--- src/rtl/lc3b_types.sv ---
// Shared LC-3b bus types used by the cache and its neighbours.
package lc3b_types;

    typedef logic [15:0]  lc3b_word;
    typedef logic [127:0] lc3b_line;
    typedef logic [1:0]   lc3b_mem_wmask;

endpackage

--- src/rtl/plru_tree.sv ---
// Tree pseudo-LRU for one set: node n has children 2n+1 (lower ways) and
// 2n+2 (upper ways); a node bit of 0 points the victim search at the lower half.
module plru_tree #(
    parameter int WAYS = 2
) (
    input  logic [WAYS-2:0]         bits_in,
    input  logic [$clog2(WAYS)-1:0] access_way,
    output logic [WAYS-2:0]         bits_out,
    output logic [$clog2(WAYS)-1:0] victim_way
);

    localparam int LW = $clog2(WAYS);

    int unsigned node_a;
    int unsigned node_v;
    logic        dir_a;
    logic        dir_v;

    // Walk the tree twice in parallel: follow the bits to find the victim, and
    // follow the accessed way's path pointing every node on it away from that way.
    always_comb begin
        bits_out   = bits_in;
        victim_way = '0;
        node_a     = 0;
        node_v     = 0;
        dir_a      = 1'b0;
        dir_v      = 1'b0;
        for (int unsigned lvl = 0; lvl < LW; lvl++) begin
            dir_a = access_way[LW-1-lvl];
            dir_v = 1'b0;
            for (int unsigned n = 0; n < WAYS - 1; n++) begin
                if (n == node_v) dir_v = bits_in[n];
                if (n == node_a) bits_out[n] = ~dir_a;
            end
            victim_way[LW-1-lvl] = dir_v;
            node_a = 2 * node_a + 1 + 32'(dir_a);
            node_v = 2 * node_v + 1 + 32'(dir_v);
        end
    end

endmodule

--- src/rtl/assoc_cache.sv ---
// Write-back, write-allocate set-associative cache with zero-wait hits,
// tree-PLRU replacement and hit/miss counters.
module assoc_cache
    import lc3b_types::*;
#(
    parameter int WAYS     = 2,
    parameter int SET_BITS = 3
) (
    input  logic          clk,
    input  logic          rst,
    input  logic          mem_read,
    input  logic          mem_write,
    input  lc3b_word      mem_address,
    input  lc3b_word      mem_wdata,
    input  lc3b_mem_wmask mem_byte_enable,
    output lc3b_word      mem_rdata,
    output logic          mem_resp,
    output logic          pmem_read,
    output logic          pmem_write,
    output lc3b_word      pmem_address,
    output lc3b_line      pmem_wdata,
    input  lc3b_line      pmem_rdata,
    input  logic          pmem_resp,
    output logic [15:0]   hit_count,
    output logic [15:0]   miss_count
);

    localparam int SETS  = 2 ** SET_BITS;
    localparam int TAG_W = 12 - SET_BITS;
    localparam int WW    = $clog2(WAYS);

    localparam logic [1:0] IDLE      = 2'd0;
    localparam logic [1:0] WRITEBACK = 2'd1;
    localparam logic [1:0] FILL      = 2'd2;

    lc3b_line          data_arr  [WAYS][SETS];
    logic [TAG_W-1:0]  tag_arr   [WAYS][SETS];
    logic [WAYS-1:0]   valid_arr [SETS];
    logic [WAYS-1:0]   dirty_arr [SETS];
    logic [WAYS-2:0]   plru_arr  [SETS];

    logic [1:0]          state;
    logic [WW-1:0]       victim_q;
    logic [11:0]         line_q;
    logic                retry_q;

    logic [SET_BITS-1:0] set_idx;
    logic [TAG_W-1:0]    req_tag;
    logic [2:0]          word_sel;
    logic                req;
    logic                hit;
    logic [WW-1:0]       hit_way;
    logic                inv_found;
    logic [WW-1:0]       inv_way;
    logic [WW-1:0]       plru_victim;
    logic [WW-1:0]       miss_victim;
    logic [WAYS-2:0]     plru_next;
    lc3b_line            hit_line;
    lc3b_line            wr_line;
    logic [SET_BITS-1:0] fill_set;
    logic [TAG_W-1:0]    fill_tag;
    logic                unused_addr_lsb;

    assign set_idx         = mem_address[3+SET_BITS:4];
    assign req_tag         = mem_address[15:4+SET_BITS];
    assign word_sel        = mem_address[3:1];
    assign req             = mem_read | mem_write;
    assign fill_set        = line_q[SET_BITS-1:0];
    assign fill_tag        = line_q[11:SET_BITS];
    assign unused_addr_lsb = mem_address[0];

    plru_tree #(.WAYS(WAYS)) u_plru (
        .bits_in    (plru_arr[set_idx]),
        .access_way (hit_way),
        .bits_out   (plru_next),
        .victim_way (plru_victim)
    );

    // Tag compare across all ways, plus lowest-index invalid way for allocation.
    always_comb begin
        hit       = 1'b0;
        hit_way   = '0;
        inv_found = 1'b0;
        inv_way   = '0;
        for (int unsigned w = 0; w < WAYS; w++) begin
            if (!hit && valid_arr[set_idx][w] && (tag_arr[w][set_idx] == req_tag)) begin
                hit     = 1'b1;
                hit_way = WW'(w);
            end
            if (!inv_found && !valid_arr[set_idx][w]) begin
                inv_found = 1'b1;
                inv_way   = WW'(w);
            end
        end
    end

    // Read word selection and byte-lane merge of write data into the hit line.
    always_comb begin
        hit_line    = data_arr[hit_way][set_idx];
        mem_rdata   = hit_line[{word_sel, 4'h0} +: 16];
        wr_line     = hit_line;
        if (mem_byte_enable[0]) wr_line[{word_sel, 4'h0} +: 8] = mem_wdata[7:0];
        if (mem_byte_enable[1]) wr_line[{word_sel, 4'h8} +: 8] = mem_wdata[15:8];
        miss_victim = inv_found ? inv_way : plru_victim;
    end

    // Bus-side outputs; the writeback address is rebuilt from the victim's stored tag.
    always_comb begin
        mem_resp     = (state == IDLE) && req && hit;
        pmem_read    = (state == FILL);
        pmem_write   = (state == WRITEBACK);
        pmem_wdata   = data_arr[victim_q][fill_set];
        pmem_address = {line_q, 4'h0};
        if (state == WRITEBACK) pmem_address = {tag_arr[victim_q][fill_set], fill_set, 4'h0};
    end

    // Controller, metadata and counters; retry_q marks the post-fill retry so it is not counted.
    always_ff @(posedge clk or posedge rst) begin
        if (rst) begin
            state      <= IDLE;
            victim_q   <= '0;
            line_q     <= '0;
            retry_q    <= 1'b0;
            hit_count  <= '0;
            miss_count <= '0;
            for (int unsigned s = 0; s < SETS; s++) begin
                valid_arr[s] <= '0;
                dirty_arr[s] <= '0;
                plru_arr[s]  <= '0;
            end
        end else begin
            case (state)
                IDLE: begin
                    retry_q <= 1'b0;
                    if (req) begin
                        if (hit) begin
                            plru_arr[set_idx] <= plru_next;
                            if (mem_write) dirty_arr[set_idx][hit_way] <= 1'b1;
                            if (!retry_q) hit_count <= hit_count + 16'd1;
                        end else begin
                            miss_count <= miss_count + 16'd1;
                            victim_q   <= miss_victim;
                            line_q     <= mem_address[15:4];
                            state      <= dirty_arr[set_idx][miss_victim] ? WRITEBACK : FILL;
                        end
                    end
                end
                WRITEBACK: begin
                    if (pmem_resp) state <= FILL;
                end
                FILL: begin
                    if (pmem_resp) begin
                        valid_arr[fill_set][victim_q] <= 1'b1;
                        dirty_arr[fill_set][victim_q] <= 1'b0;
                        retry_q <= 1'b1;
                        state   <= IDLE;
                    end
                end
                default: state <= IDLE;
            endcase
        end
    end

    // Data and tag storage; deliberately not reset.
    always_ff @(posedge clk) begin
        if ((state == IDLE) && req && hit && mem_write) begin
            data_arr[hit_way][set_idx] <= wr_line;
        end
        if ((state == FILL) && pmem_resp && !rst) begin
            data_arr[victim_q][fill_set] <= pmem_rdata;
            tag_arr[victim_q][fill_set]  <= fill_tag;
        end
    end

endmodule

--- config.mk ---
export PLATFORM = sky130hd
export DESIGN_NAME = assoc_cache
export DESIGN_NICKNAME = d
export VERILOG_FILES = /design/src/rtl/lc3b_types.sv /design/src/rtl/plru_tree.sv /design/src/rtl/assoc_cache.sv
export SDC_FILE = /design/constraint.sdc
export NUM_CORES = 2
export LEC_CHECK = 0
export ABC_AREA = 1
export CAP_MARGIN = 20
export CORE_ASPECT_RATIO = 1.1
export CORE_MARGIN = 3
export CORE_UTILIZATION = 30
export DETAILED_ROUTE_END_ITERATION = 12
export PLACE_DENSITY_LB_ADDON = 0.12
export SYNTH_ARGS = -nofsm -noshare
export SYNTH_HDL_FRONTEND = slang
export SYNTH_HIERARCHICAL = 1
export SYNTH_SLANG_ARGS = --single-unit
export TNS_END_PERCENT = 50
--- constraint.sdc ---
create_clock -name clk -period 21.8 [get_ports clk]
set_input_delay 6.54 -clock clk [delete_from_list [all_inputs] [get_ports clk]]
set_output_delay 6.54 -clock clk [all_outputs]
set_load 0.02 [all_outputs]
==> run summary <==
CP max-delay cell - nor2_4
Final setup violation count - 0
Mean Syn Cell Area - 8.926 um^2
status - finished clean
Worst setup EP type - output port
worst r2r src - line_q[2]
DR WL/cell - 31.12 um
CP startpoint kind - input pin
cell area after synthesis - 116600 um^2
fin crit share - 0.9221
RSZ-0062 raised after global routing - false
final core occ - 0.3505
clock root buffer master - clkbuf_16
Num Clock Sinks - 2280
Max FO, Critical Path - 55
Worst EP required - 15.26 ns
grt total ovfl - 0
DR iter-0 viols - 12.21k
FP Rows - 239
Mapped Cells - 13.06k
sequential area share after synthesis - 0.5835
worst hold path depth - 2
Power Density - 111.8 nW/um^2
Async S/R FF share, synth - 0.03860
Syn. warnings - 6
total I/O pin count - 362
nets - 13.35k
cell mode on critical path - nand2_1
die area - 396100 um^2
die width - 600.4 um
xor/xnor share of the synthesized area - 0.002104
Reg-to-Reg End - data_arr[0][847]
Synth Area in Compound Gates - 0.1587
H-tree depth - 5
register-to-register path setup slack - 13.93 ns
largest family of logic cells by synthesized area - simple AND/OR/NAND/NOR gates
GRT Util Overall - 0.2820
final routed DRC violation total - 0
Leak Pwr - 52.97 nW
Achievable Freq - 49.75 MHz
Setup CP Type - in2out
Post-Synth Adder-Cell Area - 0.0008586
Simple-Gate Fraction of Synth Area - 0.1705
arrival time at the worst endpoint - 13.56 ns
max_cap viols - 0
r2r worst-path depth - 14
Worst-path clk slew - 0.06 ns
HP Start - valid_arr[2]
vias - 101.0k
flops & latches, synth - 2280
hold buffers post-CTS - 0
Max Transition Viols Final - 0
worst slew pin tran - 1.273 ns
first-pass GRT wire length - 782.4 mm
total CTS buffers - 280
vias per cell - 5.433
Worst Skew - 0.05203 ns
most common cell after layout, fill and taps aside - nand2_1
Yosys cell types - 57
CTS tree - yes
Port Buf Inserts - 356
final antenna-violating net count - 0
largest net degree at the start of global routing - 239
clock latency on the worst-skew pair - 0.94 ns
drt pass-1 iters - 8
worst slack, placed - 1.968 ns
post-cts sizing count - 0
worst vdd ir - 0.00009105 V
setup slack after layout - 1.699 ns
core area - 386100 um^2
Initial Util - 0.3020
hold endpoint - valid_arr[2]
minimum clock period - 20.10 ns
post-synthesis mux area share - 0.0005688
Post-synth top flop - edfxtp_1
Post-synth EDFFs - 2192
Worst slew margin - 0.1513
setup TNS - 0 ns
Synth-to-Final Area Change - 16.08%
initial antenna violation count - 43
final hold vios - 0
postcts setup bufs - 0
most frequent cells in the layout - nand2_1, edfxtp_1, o21ai_0
worst hold path class - reg2reg
Clock Tree Buf Depth - 4
vias in the first global route - 93.57k
CP peak stage delay - 0.81 ns
die height - 659.8 um
hpwl dp - 338.2 mm
routed wire length - 578.8 mm
layout cell share with drive strength beyond 1 - 0.06638
gpl congestion - 0.9052
==> state kept, by name (all words and copies together) (netlist names) <==
| signal | cells |
|---|---|
| state | 2 |
| victim_q | 1 |
| valid_arr | 16 |
| retry_q | 1 |
| tag_arr | 144 |
| data_arr | 2048 |
| miss_count | 16 |
| hit_count | 16 |
| dirty_arr | 16 |
| line_q | 12 |
| plru_arr | 8 |
==> synthesized netlist by cell type, drive strengths merged (50+ instances only) <==
library cell     n  area [um^2]
nand3          836         4184
or4             50        375.4
nand2         3073        11540
a21oi         1212         6066
or2             65        406.6
buf            277         1338
o211ai         118        885.9
a221oi          58        508.0
clkbuf         611         2293
o21ai         1831         9168
o22ai          120        750.7
a22oi           68        510.5
nand3b         134         1006
dfrtp           88         2202
inv           1628         6111
edfxtp        2192        65820
nor2           498         1902
==> where the power goes <==
part,internal (W),switching (W),leakage [nW],total [W]
combinational,0.00138,0.00395,27.9,0.00532
sequential,0.00516,0.000107,20.9,0.00527
clock,0.00256,0.00197,4.15,0.00453
total,0.00910,0.00603,53.0,0.0151
==> routing by layer <==
metal  vias to the layer above  GRT usage  wire length [um]
met5                         -          0               102
met4                        14     0.1439             33220
met3                      1007    0.04197             44410
met2                      4578     0.4480            261100
met1                     50650     0.3737            240000
li1                      44790          -                 -
==> critical path: cells and delay by family <==
kind / cells / cell delay, ns
AND/OR/NAND/NOR: 19 / 4.07
buffers and inverters: 5 / 2.49
AO/OA/AOI/OAI: 1 / 0.24
==> per-stage QoR <==
stage	power (W)	instances	instance area, um^2	hold WS [ns]
finish	0.01513	18600	135300	0.4556
global placement	0.01066	18070	126700	0.4320
floorplan	0.007828	13060	116600	0.4240
global route	0.01563	18580	135300	0.4839
detailed placement	0.01065	18070	126700	0.4459
CTS	0.01518	18570	135200	0.4599
==> cell families after synthesis <==
| logic type | after synthesis |
|---|---|
| other | 1 |
| DFF | 2280 |
| adders and majority gates | 8 |
| AOI/OAI and AO/OA | 3480 |
| xor gates and xnor gates | 28 |
| and+or+nand+nor | 4735 |
| buffers and inverters | 2522 |
| muxes | 6 |
==> how the worst max path moves through the flow <==
| stage | start | cells past startpoint | to | slack, ns |
|---|---|---|---|---|
| finish | mem_address[6] | 25 | mem_rdata[14] | 1.70 |
| global route | mem_address[6] | 25 | mem_rdata[0] | 1.68 |
| CTS | mem_address[6] | 25 | mem_rdata[14] | 1.95 |
| detailed placement | mem_address[6] | 26 | mem_rdata[3] | 1.97 |
| global placement | mem_address[6] | 25 | mem_rdata[14] | 1.88 |
| floorplan | mem_address[6] | 24 | mem_rdata[14] | 6.05 |
==> area by class of cell <==
| cell class | instances | area, um^2 |
|---|---|---|
| Antenna cell | 24 | 60.06 |
| Clock buffer | 364 | 7522 |
| Clock inverter | 131 | 974.7 |
| Fill cell | 39650 | 250700 |
| Inverter | 1634 | 6211 |
| Multi-Input combinational cell | 8261 | 39210 |
| Sequential cell | 2280 | 68040 |
| Tap cell | 5181 | 6482 |
| Timing Repair Buffer | 722 | 6818 |
(Power assumes the default switching activity.)
